## config.mk

```make
export PLATFORM = sky130hd
export DESIGN_NAME = pipelined_add_sub
export DESIGN_NICKNAME = d
export VERILOG_FILES = /design/src/rtl/pipelined_add_sub.sv
export SDC_FILE = /design/constraint.sdc
export NUM_CORES = 1
export LEC_CHECK = 0
export ABC_AREA = 1
export CAP_MARGIN = 20
export CORE_MARGIN = 2
export CORE_UTILIZATION = 45
export CTS_CLUSTER_SIZE = 10
export DETAILED_ROUTE_END_ITERATION = 16
export PLACE_DENSITY_LB_ADDON = 0.25
export SKIP_CTS_REPAIR_TIMING = 1
export SYNTH_ARGS = -nofsm -noshare
export SYNTH_HDL_FRONTEND = slang
export SYNTH_SLANG_ARGS = --single-unit
```

## constraint.sdc

```tcl
create_clock -name clk -period 9.3 [get_ports clk]
set_clock_uncertainty 0.1 [all_clocks]
set_input_delay 2.325 -clock clk [delete_from_list [all_inputs] [get_ports clk]]
set_output_delay 2.325 -clock clk [all_outputs]
set_load 0.05 [all_outputs]
```

## src/rtl/pipelined_add_sub.sv

```systemverilog
// Pipelined adder/subtractor. Each stage adds one WIDTH/STAGES slice with
// 4-bit carry-lookahead groups chained by ripple, under a global stall enable.
module pipelined_add_sub #(
  parameter int unsigned WIDTH  = 32,
  parameter int unsigned STAGES = 2
) (
  input  logic             clk,
  input  logic             rst,
  input  logic             in_valid,
  output logic             in_ready,
  input  logic [WIDTH-1:0] In1,
  input  logic [WIDTH-1:0] In2,
  input  logic             Cin,
  input  logic             Sub,
  output logic             out_valid,
  input  logic             out_ready,
  output logic [WIDTH-1:0] Sum,
  output logic             Carry,
  output logic             Overflow,
  output logic             Zero
);

  localparam int unsigned SLICE  = WIDTH / STAGES;
  localparam int unsigned GROUPS = SLICE / 4;
  localparam int unsigned LAST   = STAGES - 1;

  logic             valid_q [STAGES];
  logic             valid_d [STAGES];
  logic             carry_q [STAGES];
  logic             carry_d [STAGES];
  logic [WIDTH-1:0] sum_q   [STAGES];
  logic [WIDTH-1:0] sum_d   [STAGES];
  logic [WIDTH-1:0] a_q     [STAGES];
  logic [WIDTH-1:0] a_d     [STAGES];
  logic [WIDTH-1:0] b_q     [STAGES];
  logic [WIDTH-1:0] b_d     [STAGES];

  logic             en;
  logic [WIDTH-1:0] beff;
  logic             ceff;
  logic [SLICE:0]   slice_res;

  function automatic logic [4:0] cla4(input logic [3:0] a, input logic [3:0] b,
                                      input logic ci);
    logic [3:0] g;
    logic [3:0] p;
    logic [4:0] c;
    g    = a & b;
    p    = a ^ b;
    c[0] = ci;
    c[1] = g[0] | (p[0] & c[0]);
    c[2] = g[1] | (p[1] & g[0]) | (p[1] & p[0] & c[0]);
    c[3] = g[2] | (p[2] & g[1]) | (p[2] & p[1] & g[0]) | (p[2] & p[1] & p[0] & c[0]);
    c[4] = g[3] | (p[3] & g[2]) | (p[3] & p[2] & g[1]) | (p[3] & p[2] & p[1] & g[0])
         | (p[3] & p[2] & p[1] & p[0] & c[0]);
    return {c[4], p ^ c[3:0]};
  endfunction

  // Returns {carry_out, slice_sum}.
  function automatic logic [SLICE:0] slice_add(input logic [SLICE-1:0] a,
                                               input logic [SLICE-1:0] b,
                                               input logic ci);
    logic [SLICE-1:0] s;
    logic             c;
    logic [4:0]       grp;
    s = '0;
    c = ci;
    for (int unsigned i = 0; i < GROUPS; i++) begin
      grp          = cla4(a[i*4 +: 4], b[i*4 +: 4], c);
      s[i*4 +: 4]  = grp[3:0];
      c            = grp[4];
    end
    return {c, s};
  endfunction

  assign en       = !valid_q[LAST] || out_ready;
  assign in_ready = en;
  assign beff     = Sub ? ~In2 : In2;
  assign ceff     = Sub | Cin;

  always_comb begin
    valid_d   = valid_q;
    carry_d   = carry_q;
    sum_d     = sum_q;
    a_d       = a_q;
    b_d       = b_q;
    slice_res = '0;
    if (en) begin
      // Stage 0 captures Beff, so the add/sub choice rides with its request.
      slice_res               = slice_add(In1[SLICE-1:0], beff[SLICE-1:0], ceff);
      valid_d[0]              = in_valid;
      a_d[0]                  = In1;
      b_d[0]                  = beff;
      sum_d[0]                = '0;
      sum_d[0][SLICE-1:0]     = slice_res[SLICE-1:0];
      carry_d[0]              = slice_res[SLICE];
      for (int unsigned k = 1; k < STAGES; k++) begin
        slice_res                  = slice_add(a_q[k-1][k*SLICE +: SLICE],
                                               b_q[k-1][k*SLICE +: SLICE],
                                               carry_q[k-1]);
        valid_d[k]                 = valid_q[k-1];
        a_d[k]                     = a_q[k-1];
        b_d[k]                     = b_q[k-1];
        sum_d[k]                   = sum_q[k-1];
        sum_d[k][k*SLICE +: SLICE] = slice_res[SLICE-1:0];
        carry_d[k]                 = slice_res[SLICE];
      end
    end
  end

  always_ff @(posedge clk) begin
    if (rst) begin
      valid_q <= '{default: 1'b0};
      carry_q <= '{default: 1'b0};
      sum_q   <= '{default: '0};
      a_q     <= '{default: '0};
      b_q     <= '{default: '0};
    end else begin
      valid_q <= valid_d;
      carry_q <= carry_d;
      sum_q   <= sum_d;
      a_q     <= a_d;
      b_q     <= b_d;
    end
  end

  assign out_valid = valid_q[LAST];
  assign Sum       = sum_q[LAST];
  assign Carry     = carry_q[LAST];
  assign Zero      = (sum_q[LAST] == '0);
  assign Overflow  = (a_q[LAST][WIDTH-1] == b_q[LAST][WIDTH-1]) &&
                     (sum_q[LAST][WIDTH-1] != a_q[LAST][WIDTH-1]);

endmodule

```

==> out/results.ini <==
[clock_network]
insertion_delay_ns=0.35
clockRootBuffer=clkbuf_8
clkSinkCount=86
path_clk_slew_ns=0.08
clockBufferDepth=2
htree_num_levels=3
cts_tree=yes
cts_buffers=9

[final_layout]
n_antenna_cell=0
nets=816
synthToLayoutAreaGrowth_pct=22.9
fin_area_um2=6080
drive_above_1_share=0.0536

[worst_setup_path]
worst-path-stages=5
cp_top_family=buffers and inverters
r2r_end=sum_q[34]$_SDFFE_PP0P_
regToRegStartpoint=out_valid$_SDFFE_PP0P_
path_buf_inv=4
cp_max_fo=49
crit_path_max_incr_delay_ns=0.72
arrival_ns=4.14
worst_setup_path_end_kind=output port
slowest_stage=clkdlybuf4s50_1
ff2ff_path_depth=9
start_kind=input pin
critPathMostFrequentCell=clkdlybuf4s50_1
required_ns=6.88
rrSetupSlack_ns=6.87
worstPathCellList=clkdlybuf4s50_1 > nor2_4 > buf_4 > clkinv_2 > clkdlybuf4s50_1
path_class=input pin to output port

[power_and_ir_drop]
combPwrFrac=0.317
p_per_area_nw_per_um2=175
p_int_mw=0.706
leakagePower_nw=2.80
power.net_switching_mw=0.357
pwr-share-seq=0.417
p_clk_frac=0.266
vdd_drop_max_mv=0.106
p_total_mw=1.06
swShare=0.336

[synthesis]
synth_cells=647
ys_ff_latch=86
synthesis.area_um2=4940
yosysTopAreaCellShare=0.348
post_synth_fa_ha_maj_area_fraction=0.113
muxShareOfSynthArea=0
synth_area_leaders=dfxtp_1 35%, o21ai_0 8.6%, ha_1 8.1%, nor2_1 6.7%, a21oi_1 5.3%
synth_edf_count=0
synth_top_family_by_area=simple AND/OR/NAND/NOR gates
ys.flop_type=dfxtp_1
syn_nets=757
synthSimpleGateAreaFrac=0.170
yosys-top-cells-count=88 x nor2_1, 86 x dfxtp_1, 85 x o21ai_0, 64 x inv_1, 52 x a21oi_1
ys_seq_area_frac=0.348
async_flop_share=0
synth-compound-area-share=0.162
synth_warnings=0
ys_types=29
synth_xor_area_frac=0.0815
syn_area_per_cell_um2=7.64
yosysMostFrequentCell=nor2_1
yosysTopAreaCell=dfxtp_1

[die]
die_h_um=109
rows=38
die_area_um2=11800
core_um2=10800
die_w_um=109
ios=107
initial_core_util=0.458

[route]
via_per_inst=4.99
first_pass_iters=4
wire_per_inst_um=12.7
dr_total_vias=4237
drtIter0Drc=167
wl_um=10800
ant_nets=0
drc=0

[global_route]
track_usage=0.186
globalRouteOverflowTotal=0
grt_pass1_vias=3871
antenna_found_initial=0
grt_pass1_wl_um=17500
grt_max_degree=86

[placement]
pre_cts_ws_ns=2.74
numPortBuffers=106
placed_cell_area_um2=5850
hpwlAfterDp_um=7710
gp_congestion=0.775

[timing]
rsz0062_at_grt=false
fin_crit_sh=0.706
hold_viol=0
postLayoutSetupSlackWorst_ns=2.73
final-setup-viol-count=0
worst_pin_slew_ns=0.592
period_needed_ns=6.57
max_freq_mhz=152
timing.slew.headroom=0.605
fin_setup_tns_ns=0
drv_slew=0

[run]
drv_cap=0

[hold_path]
min_to=valid_q[1]$_SDFFE_PP0P_
holdCritPathClass=register to register
hp-start=valid_q[1]$_SDFFE_PP0P_
whs_path_depth=2

[status]
outcome=completed

==> power groups by stage <==
stage          clock, mW  sequential (mW)  combinational [mW]
6_report           0.283            0.444               0.337
5_1_grt            0.303            0.450               0.373
4_1_cts            0.290            0.444               0.339
3_5_place_dp           0            0.452               0.337
3_3_place_gp           0            0.450               0.330
2_1_floorplan          0            0.444               0.257
==> worst register-to-register path: cells and delay by family (launching register included) <==
kind	cells	cell delay, ns
buffers and inverters	6	1.58
DFF	1	0.31
AOI/OAI and AO/OA	2	0.36
and+or+nand+nor	1	0.03
==> layer usage <==
metal / part of all wire / GRT usage
met1: 0.45 / 0.229
met2: 0.50 / 0.327
met3: 0.040 / 0.0311
met4: 0.012 / 0.0632
met5: 0 / 0
==> layout make-up <==
cell class | count | area, um^2
fill | 1006 | 4720
multi-input combinational | 432 | 2610
sequential | 86 | 1720
timing repair buffer | 111 | 1110
inverter | 66 | 249
tap | 140 | 175
clock buffer | 10 | 138
clock inverter | 4 | 72.6
==> sequential cells by signal (all words and copies together) (netlist names) <==
register   cells
Sum           32
a_q           17
b_q           17
sum_q         16
Carry          1
carry_q        1
out_valid      1
valid_q        1
==> cells by family (layout without fill, tap and decap cells) <==
kind of cell             count (synthesis)  after routing
flip-flops                              86             86
buffers and inverters                  129            191
XOR/XNOR                                46             46
AND/OR/NAND/NOR                        194            194
adder cells (fa/ha/maj)                 40             40
AO/OA/AOI/OAI                          152            152
==> placed cells by master (no fill, tap or decap), drive strengths merged <==
cell type        n
dfxtp           86
buf              6
and3             3
nor3             3
nand4            6
a21o             1
a21oi           54
clkinvlp         1
nor2            88
o2111ai          1
fa               8
nand2           59
clkbuf          10
nor4             8
and2             1
nand3           25
clkinv           2
o21bai           7
inv             65
ha              32
xnor2           25
bufinv           2
a211oi           3
o211ai           1
clkdlybuf4s50  105
o21ai           85
xor2            21
or2              1
==> worst max-delay path by stage <==
stage          slack, ns      start       end
3_5_place_dp        2.74  out_ready  in_ready
4_1_cts             2.73  out_ready  in_ready
5_1_grt             2.65  out_ready  in_ready
6_report            2.73  out_ready  in_ready
2_1_floorplan       3.54  out_ready  in_ready
3_3_place_gp        2.75  out_ready  in_ready
==> stage by stage <==
stage	std cells	utilization	hold WS, ns
after global routing	849	0.563	0.397
after global placement	834	0.542	0.345
final	849	0.563	0.357
after CTS	848	0.561	0.361
after floorplan	647	-	0.330
after detailed placement	834	0.542	0.348
No activity file was read; power rests on OpenSTA's default activity.
